===== src/rtl/pipe_stage_reg.sv =====
// pipe_stage_reg: parametrised pipeline stage register placed at every stage
// boundary (IF/ID, ID/EX, EX/MEM, MEM/WB). Carries PC, PC+4, instruction,
// sideband and an explicit valid bit. Supports stall (en low), flush with a
// selectable priority mode, NOP bubble injection, and saturating per-stage
// event counters for perf/debug.
//
// Ports:
//   clk          in   rising-edge clock
//   reset        in   asynchronous, active-high reset
//   en           in   stage enable; 0 = stall (hold contents)
//   flush        in   squash the stage contents
//   valid_in     in   upstream slot holds a real instruction
//   instr_in     in   [ILEN]   instruction from previous stage
//   pc_in        in   [XLEN]   PC from previous stage
//   pcplus4_in   in   [XLEN]   PC+4 from previous stage
//   side_in      in   [SIDE_W] sideband from previous stage
//   cnt_clr      in   synchronous clear of all event counters
//   instr_out    out  [ILEN]   registered instruction
//   pc_out       out  [XLEN]   registered PC
//   pcplus4_out  out  [XLEN]   registered PC+4
//   side_out     out  [SIDE_W] registered sideband
//   valid_out    out  registered valid
//   stall_cnt    out  [CNT_W]  cycles stalled with no flush applied
//   flush_cnt    out  [CNT_W]  cycles in which a flush was applied
//   bubble_cnt   out  [CNT_W]  cycles loading a bubble
module pipe_stage_reg #(
  parameter int unsigned     XLEN       = 32,
  parameter int unsigned     ILEN       = 32,
  parameter int unsigned     SIDE_W     = 1,
  parameter logic [ILEN-1:0] NOP_INSTR  = ILEN'(32'h13),
  parameter bit              FLUSH_MODE = 1'b1,
  parameter int unsigned     CNT_W      = 16
) (
  input  logic              clk,
  input  logic              reset,
  input  logic              en,
  input  logic              flush,
  input  logic              valid_in,
  input  logic [ILEN-1:0]   instr_in,
  input  logic [XLEN-1:0]   pc_in,
  input  logic [XLEN-1:0]   pcplus4_in,
  input  logic [SIDE_W-1:0] side_in,
  input  logic              cnt_clr,
  output logic [ILEN-1:0]   instr_out,
  output logic [XLEN-1:0]   pc_out,
  output logic [XLEN-1:0]   pcplus4_out,
  output logic [SIDE_W-1:0] side_out,
  output logic              valid_out,
  output logic [CNT_W-1:0]  stall_cnt,
  output logic [CNT_W-1:0]  flush_cnt,
  output logic [CNT_W-1:0]  bubble_cnt
);

  // Stage payload held in the register.
  typedef struct packed {
    logic [ILEN-1:0]   instr;
    logic [XLEN-1:0]   pc;
    logic [XLEN-1:0]   pcplus4;
    logic [SIDE_W-1:0] side;
    logic              valid;
  } stage_t;

  localparam stage_t BUBBLE = '{
    instr:   NOP_INSTR,
    pc:      '0,
    pcplus4: '0,
    side:    '0,
    valid:   1'b0
  };

  localparam logic [CNT_W-1:0] CNT_MAX = '1;

  stage_t q;
  stage_t q_next_c;

  logic flush_apply_c;
  logic stall_evt_c;
  logic bubble_evt_c;

  // Saturating increment: sticks at all-ones, never wraps.
  function automatic logic [CNT_W-1:0] sat_inc(input logic [CNT_W-1:0] v);
    return (v == CNT_MAX) ? v : v + CNT_W'(1);
  endfunction

  // Event decode. With FLUSH_MODE=0 a flush during a stall is simply dropped.
  always_comb begin
    flush_apply_c = flush & (en | FLUSH_MODE);
    stall_evt_c   = ~en & ~flush_apply_c;
    bubble_evt_c  = flush_apply_c | (en & ~valid_in);
  end

  // Next payload: bubble on flush, load on enable (scrubbing invalid slots
  // so valid=0 always implies NOP/zero sideband), otherwise hold.
  always_comb begin
    q_next_c = q;
    if (flush_apply_c) begin
      q_next_c = BUBBLE;
    end else if (en) begin
      q_next_c.pc      = pc_in;
      q_next_c.pcplus4 = pcplus4_in;
      q_next_c.valid   = valid_in;
      if (valid_in) begin
        q_next_c.instr = instr_in;
        q_next_c.side  = side_in;
      end else begin
        q_next_c.instr = NOP_INSTR;
        q_next_c.side  = '0;
      end
    end
  end

  // Payload register.
  always_ff @(posedge clk or posedge reset) begin
    if (reset) begin
      q <= BUBBLE;
    end else begin
      q <= q_next_c;
    end
  end

  // Event counters; clear wins over any increment in the same cycle.
  always_ff @(posedge clk or posedge reset) begin
    if (reset) begin
      stall_cnt  <= '0;
      flush_cnt  <= '0;
      bubble_cnt <= '0;
    end else if (cnt_clr) begin
      stall_cnt  <= '0;
      flush_cnt  <= '0;
      bubble_cnt <= '0;
    end else begin
      if (stall_evt_c) begin
        stall_cnt <= sat_inc(stall_cnt);
      end
      if (flush_apply_c) begin
        flush_cnt <= sat_inc(flush_cnt);
      end
      if (bubble_evt_c) begin
        bubble_cnt <= sat_inc(bubble_cnt);
      end
    end
  end

  assign instr_out   = q.instr;
  assign pc_out      = q.pc;
  assign pcplus4_out = q.pcplus4;
  assign side_out    = q.side;
  assign valid_out   = q.valid;

endmodule


===== config.mk =====
export PLATFORM = sky130hd
export DESIGN_NAME = pipe_stage_reg
export DESIGN_NICKNAME = d
export VERILOG_FILES = /design/src/rtl/pipe_stage_reg.sv
export SDC_FILE = /design/constraint.sdc
export NUM_CORES = 1
export LEC_CHECK = 0
export CAP_MARGIN = 10
export CELL_PAD_IN_SITES_DETAIL_PLACEMENT = 0
export CELL_PAD_IN_SITES_GLOBAL_PLACEMENT = 1
export CORE_MARGIN = 4
export CORE_UTILIZATION = 35
export CTS_BUF_LIST = sky130_fd_sc_hd__clkbuf_4
export DETAILED_ROUTE_END_ITERATION = 16
export GPL_TIMING_DRIVEN = 1
export PLACE_DENSITY = 0.94
export REMOVE_ABC_BUFFERS = 1
export SETUP_SLACK_MARGIN = 0.1
export SLEW_MARGIN = 20
export SYNTH_ARGS = -nofsm -noshare
export SYNTH_HDL_FRONTEND = slang
export SYNTH_SLANG_ARGS = --single-unit

===== constraint.sdc =====
create_clock -name clk -period 5.6 [get_ports clk]
set_input_delay 0.56 -clock clk [delete_from_list [all_inputs] [get_ports clk]]
set_output_delay 0.56 -clock clk [all_outputs]
set_load 0.02 [all_outputs]

==> run summary, run 1 <==
The flow ran to the end, and the final reports show no timing, DRC or antenna violations. The final core utilization was 52.1%; the overall track demand over capacity in global routing was 17.2%. Headroom to the max-slew limit came out at 37.3%. The tools report the required time of the critical path as 5.04 ns. For this block, the initial DRC count from the detailed router was 292. The clock edge transition at the registers on the reported setup and hold paths is 0.14 ns. The netlist area before placement came out at 6560 µm².

After synthesis, the mean cell area works out to 11.1 µm². The number of standard-cell rows in the floorplan was 49. The register bit count reported by yosys was 146.

The critical path class was reg -> out. The tool flagged a number of max-cap violations equal to 0. The wire-length estimate of the detail-placed layout is 13100 µm. The final-report setup violation count is 0, and the leakage power total is 4.06 nW. For the number of antenna diodes, the log shows 0. Ranked by instance count, the synthesized netlist is headed by 143 x sky130_fd_sc_hd__dfrtp_1, 79 x sky130_fd_sc_hd__nor2_1, 65 x sky130_fd_sc_hd__mux2i_1. STA puts the critical path data arrival time at 1.77 ns. TritonCTS built the clock tree. No sink is reached through more buffers than the 2 on the longest clock path. The total wire length is 18700 µm. The H-tree was split into 4 levels.

The tools report the number of remaining DRC errors as 0. The tightest hold margin is 0.455 ns. 249 I/O pins were placed. The run gives 0 as the number of gates resized after CTS.

The netlist uses 52 different library cells. The peak per-stage delay on the critical path was 0.67 ns. The buffering stage count on the worst path with inverters included is 1. The count of input and output buffers is 248, and the number of nets in the final layout is 929. Cell depth of the worst hold path: 2. The count of flip-flops with a built-in enable after synthesis came out at 0.

After detailed routing, the average wire length per cell comes to 17.5 µm. In this run, post-CTS hold repair placed 0 buffers. The synthesized design devotes to its leading area cell type 54.6% of total area. The most numerous cell in the Yosys netlist is sky130_fd_sc_hd__dfrtp_1. The share of synthesized registers carrying an async set or reset was 100%. In this run the remaining antenna-violating nets after routing total 0. For this design the ratio of total power to cell area is 230 nW/µm². The worst-case IR drop observed on VDD is 0.000104 V. Once the clock tree was built, the setup fixing pass inserted 0 buffers.

The maximum number of pins on one net before global-route repair was 114; the final estimated routing congestion in global placement was 0.757. The final-report max-slew violation count was 0. The first global-routing pass estimated 28500 µm of wire. The number of global-route vias before repair was 5407.

The predominant post-synthesis flop cell is sky130_fd_sc_hd__dfrtp_1. The area growth from synthesis to layout is 44.6%. For the total congestion overflow after global routing, the log shows 0. The die covers 21000 µm². Of the available clock period, the critical path in the final layout requires 41.7%. The routed via count divided by cell count was 5.20. Setup repair after global routing left no endpoint under its margin. The initial utilization of the core area, before any placement, comes to 36.0%. The path class of the tightest hold or removal check is in -> reg.

The startpoint identified for the worst hold timing path is flush. The tools report the initial antenna violation count as 0. Broken down by cell family, the worst path's largest delay share belongs to buffers and inverters.

The detailed-route via count was 5536. For flop-to-flop paths, the worst setup slack is 3.50 ns. The largest individual stage delay along the critical path comes from the cell sky130_fd_sc_hd__clkdlybuf4s50_1. The width of the die was 145 µm; the first-pass iteration count of the detailed router was 4.

Between clock sinks in the finished design, the worst skew comes to 0.0165 ns. At the pin with the least slew margin, the transition time is 0.933 ns. The sequential cell area fraction in the yosys report came out at 55.8%. After detailed placement, the total cell area comes to 9160 µm². Of the cells placed in the final design, the portion with a size suffix greater than 1 is 7.42%.

The clock insertion delay at the later pin of the skew report was 0.54 ns. The clock drives 146 sinks. After synthesis, the cell types taking the most area are sky130_fd_sc_hd__dfrtp_1 55%, sky130_fd_sc_hd__mux2i_1 9.9%, sky130_fd_sc_hd__nor2_1 4.5%, sky130_fd_sc_hd__a22o_1 4.0%, sky130_fd_sc_hd__a21oi_1 2.2%. Buffer type at the clock tree root: sky130_fd_sc_hd__clkbuf_4. The critical-path maximum fanout works out to 10. After routing, the total negative slack on setup checks comes to 0 ns.

The run gives 429 MHz as the maximum clock frequency. The number of buffers added by the clock tree synthesis step was 17; the final critical delay including setup and external delays was 2.33 ns. The element type at the critical path end is an output port. The startpoint type of the worst setup path was a register. The worst hold path endpoint was pc_out[9]. The critical register-to-register path startpoint is stall_cnt[1]. The count of endpoints failing hold in the final timing report came out at 0. The cell taking the most area after synthesis is sky130_fd_sc_hd__dfrtp_1. After routing the design area is 9480 µm².

Placeable core area: 18200 µm². Endpoint of the worst-slack reg-to-reg timing path: stall_cnt[3]. The signal on the critical path passes through clkdlybuf4s50_1. The yosys synthesis warning count was 0. The number of cells on the worst reg-to-reg path is 5. The y dimension of the die is 145 µm. Counting every instance in the synthesized netlist gives 589.
==> layout by cell type (no fill, tap or decap), types with 15 or more instances in the layout <==
cell                              count
sky130_fd_sc_hd__a21oi_1             29
sky130_fd_sc_hd__clkdlybuf4s50_1    245
sky130_fd_sc_hd__a22o_1              30
sky130_fd_sc_hd__o31ai_1             15
sky130_fd_sc_hd__clkbuf_4            17
sky130_fd_sc_hd__nor2_1              78
sky130_fd_sc_hd__nand3_1             18
sky130_fd_sc_hd__mux2i_1             65
sky130_fd_sc_hd__nand2_1             15
sky130_fd_sc_hd__dfrtp_1            143
==> stage by stage <==
stage	std cells	total power, W	setup slack (ns)
finish	1065	0.00218	3.27
global route	1065	0.00228	3.17
CTS	1065	0.00222	3.20
detailed placement	1033	0.00147	3.16
global placement	1033	0.00147	3.21
floorplan	551	0.00126	1.12
==> worst reg2reg max path, delay by kind of cell (launching register included) <==
family,cells,cell delay (ns)
DFF,1,0.45
and+or+nand+nor,3,0.99
muxes,1,0.30
adders and majority gates,1,0.24
==> routing by layer <==
layer  share of wire, %  up-vias  global-route usage, %
li1                   -     2650                      -
met1                 43     2688                   22.0
met2                 48      178                   28.1
met3                7.8       20                   5.13
met4                1.8        0                   5.30
met5                  0        -                      0
==> flip-flops by register name (all words and copies together) (netlist names) <==
| signal | count |
|---|---|
| instr_out | 32 |
| pc_out | 32 |
| pcplus4_out | 32 |
| bubble_cnt | 16 |
| flush_cnt | 16 |
| stall_cnt | 16 |
| side_out | 1 |
| valid_out | 1 |
==> cell families after synthesis <==
group	Yosys count	share of synthesized area, %
muxes	71	11.0
buffers and inverters	52	3.82
and+or+nand+nor	202	16.4
DFF	146	55.8
adders and majority gates	3	0.573
AOI/OAI and AO/OA	115	12.5
==> power by group <==
group | internal (W) | leakage, nW | switching [W]
logic | 0.000168 | 1.93 | 0.000162
clock network | 0.000288 | 0.167 | 0.000448
registers | 0.00109 | 1.97 | 0.0000241
==> worst max-delay path by stage <==
stage,cells after the start,slack (ns),from,endpoint
finish,1,3.27,flush_cnt[11],flush_cnt[11]
global route,1,3.17,flush_cnt[11],flush_cnt[11]
detailed placement,4,3.16,flush,instr_out[20]
floorplan,1,1.12,reset,bubble_cnt[0]
CTS,1,3.20,stall_cnt[9],stall_cnt[9]
global placement,3,3.21,reset,instr_out[0]
==> layout make-up <==
| type | count | area (µm²) |
|---|---|---|
| Fill cell | 1651 | 8730 |
| Sequential cell | 146 | 3660 |
| Multi-Input combinational cell | 391 | 2660 |
| Timing Repair Buffer | 253 | 2510 |
| Tap cell | 229 | 287 |
| Clock inverter | 15 | 183 |
| Clock buffer | 17 | 128 |
| Inverter | 14 | 60.1 |
Power figures use the tool's default switching activity.
==> inputs of run 2 (changes only) <==
--- a/config.mk
+++ b/config.mk
@@ -9,11 +9,11 @@
 export CELL_PAD_IN_SITES_DETAIL_PLACEMENT = 0
 export CELL_PAD_IN_SITES_GLOBAL_PLACEMENT = 1
 export CORE_MARGIN = 4
-export CORE_UTILIZATION = 35
+export CORE_UTILIZATION = 31
 export CTS_BUF_LIST = sky130_fd_sc_hd__clkbuf_4
 export DETAILED_ROUTE_END_ITERATION = 16
 export GPL_TIMING_DRIVEN = 1
-export PLACE_DENSITY = 0.94
+export PLACE_DENSITY = 0.89
 export REMOVE_ABC_BUFFERS = 1
 export SETUP_SLACK_MARGIN = 0.1
 export SLEW_MARGIN = 20
==> constraint.sdc (replaced) <==
create_clock -name clk -period 2.1 [get_ports clk]
set_input_delay 0.21 -clock clk [delete_from_list [all_inputs] [get_ports clk]]
set_output_delay 0.21 -clock clk [all_outputs]
set_load 0.02 [all_outputs]
==> run summary, run 2 (synthesis gave the netlist of run 1 again) <==
The run finished with clean final reports. The multi-input combinational cells in the finished layout cover a total of 2660 µm². The tools report the element type at the critical path end as an output port.

At the end of routability-driven placement, the weighted congestion stood at 0.777. During placement, the flow inserted port buffers numbering 248. The final critical path takes up 90.0% of the cycle.

The final-report setup violation count is 0. The first global-routing pass estimated 31500 µm of wire. Compared with the post-synthesis result, the final layout area differs by 48.1%. The clock tree synthesis step divided the H-tree into 4 levels. Power density over the cells: 584 nW/µm². The floorplan step defined a die boundary enclosing 23500 µm². The final-report max-slew violation count is 0. Critical path class: reg -> out. The tools report the number of global-route vias before repair as 5693. At the worst endpoint, the required time is 1.89 ns.

The core region is 20500 µm². At the pin with the least slew margin, the transition time is 0.711 ns. Data arrives at the worst endpoint at 1.68 ns.

The maximum number of pins on one net before global-route repair is 65, and the width of the die is 153 µm. The critical-path maximum fanout works out to 5. The startpoint type of the worst setup path was a register.

For the count of maximum capacitance violations, the log shows 0. Of the total power, registers draw 52.5%. The die is 153 µm tall. Counting along the longest clock path gives a buffer depth of 2. The post-route netlist has 9.60% of its cells at a drive strength greater than 1. The switching share of power is 29.4%, and the final-layout setup total negative slack is 0 ns. The tools report the worst vdd rail ir drop as 0.000291 V.

The largest individual stage delay along the critical path comes from the cell sky130_fd_sc_hd__clkdlybuf4s50_1. Buffers inserted during clock tree synthesis total 17. Clock tree synthesis found a total of 146 sinks.

The number of nets in the final layout came out at 947. The overall track demand over capacity in global routing was 16.4%; the number of standard-cell rows in the floorplan was 52. The run gives 3660 µm² as the area used by sequential logic in the layout. Setup repair after global routing left no endpoint under its margin. In this run the tightest slew margin relative to its limit is 52.4%.

The critical path goes through clkdlybuf4s50_1. The number of violations reported at the end of detailed-routing iteration 0 came out at 300. In this run the worst hold path is classified as in -> reg.

Dominant delay contributor by cell family on the critical path: buffers and inverters. The count of nets left with antenna violations once routing finished came out at 0. The starting density of the core came out at 32.0%.

Cell internal power was estimated by the tool at 0.00401 W. Number of placed I/O pins: 249. The initial antenna violation count is 1. The final critical delay including setup and external delays is 1.89 ns, and the total half-perimeter wirelength after legalization and detailed placement is 14300 µm. TritonCTS built the clock tree. The analysis attributes to cell leakage a power of 4.29 nW. The power consumption was 0.00567 W; the combinational cell fraction of total power was 16.1%. For the clock share of power, the log shows 31.4%.

After clock tree synthesis, the clock-pin slew on the worst setup and hold paths is 0.16 ns. Leaving out fill and tap cells, the most frequent cell in the layout is sky130_fd_sc_hd__clkdlybuf4s50_1. The number of remaining DRC errors is 0, and the mean routed wirelength per cell is 17.6 µm. The switching power was 0.00167 W.

The first TritonRoute pass finished after 6 iterations. The layout filler cell count is 1888. The routed via count divided by cell count was 5.02; the detailed-route via count was 5652.

The logs give 0 for the count of endpoints failing hold in the final timing report and 19800 µm for the total wire length. The maximum clock frequency is 529 MHz, and the clock insertion delay at the later pin of the skew report is 0.55 ns. The clock arrives with 0.0316 ns of skew. The buffering stage count on the worst path with inverters included was 1; the total congestion overflow after global routing was 0. The peak per-stage delay on the critical path works out to 0.65 ns. The buffer type at the clock tree root was sky130_fd_sc_hd__clkbuf_4. In the layout the commonest cells are 233 x sky130_fd_sc_hd__clkdlybuf4s50_1, 138 x sky130_fd_sc_hd__dfrtp_1, 78 x sky130_fd_sc_hd__nor2_1, 65 x sky130_fd_sc_hd__mux2i_1, 30 x sky130_fd_sc_hd__a22o_1.
[run 2: changes by cell type in the layout (fill, tap and decap cells not counted), sizes merged]
cell and delta:
buf +16, bufinv -1, clkdlybuf4s50 -12, clkinv +1, clkinvlp +2, diode +1, dlygate4sd2 +2, dlygate4sd3 +2
dlymetal6s2s +10, inv -2
[run 2: final timing paths]
kind                               start  slack (ns)        endpoint  depth (start not counted)
max in group asynchronous          reset        0.95       pc_out[9]                          4
setup / recovery           stall_cnt[11]        0.21   stall_cnt[11]                          1
hold reg to reg                valid_out        0.51       valid_out                          2
hold / removal                   cnt_clr        0.08    stall_cnt[9]                          3
min in group asynchronous          reset        0.53  pcplus4_out[6]                          3
setup reg to reg           bubble_cnt[0]        0.24  bubble_cnt[13]                          5
[run 2: cell type report]
class / instances / share of cell area, %
repair buffers: 271 / 28.0
flip-flops and latches: 146 / 37.7
well taps: 270 / 3.48
clock inverters: 15 / 1.51
clock buffers: 17 / 1.31
diodes: 1 / 0.0258
multi-input cells: 391 / 27.4
inverters: 14 / 0.593
[run 2: power groups by stage]
stage	sequential, W	clock (W)	combinational [W]
after global placement	0.00303	0	0.000920
after CTS	0.00298	0.00188	0.000933
after detailed placement	0.00303	0	0.000928
final	0.00298	0.00178	0.000915
after floorplan	0.00316	0	0.000214
after global routing	0.00299	0.00199	0.000986
[run 2: metrics by stage]
| step | hold WS, ns | area (µm²) | cells | worst slack [ns] | utilization [%] |
|---|---|---|---|---|---|
| after floorplan | 0.273 | 6360 | 551 | -2.03 | - |
| after global placement | 0.461 | 9390 | 1090 | 0.197 | 45.8 |
| after detailed placement | 0.482 | 9390 | 1090 | 0.168 | 45.8 |
| after CTS | 0.0252 | 9680 | 1124 | 0.107 | 47.2 |
| after global routing | 0.0355 | 9710 | 1125 | 0.100 | 47.4 |
| final | 0.0808 | 9710 | 1125 | 0.211 | 47.4 |
[run 2: repair_timing]
| item | 4_1_cts | 5_1_grt |
|---|---|---|
| setup buffers | 0 | 0 |
| resized for setup | 3 | 14 |
| endpoints found under the setup margin | 3 | 14 |
| hold buffers | 2 | 0 |
| hold endpoints to repair | 21 | 0 |
[run 2: per-layer routing]
layer  track usage [%]  up-vias  share of wire, %
met5                 0        -                 0
met4              4.25        0               1.0
met3              5.65       10               7.1
met2              27.6      176                49
met1              20.4     2781                43
li1                  -     2685                 -
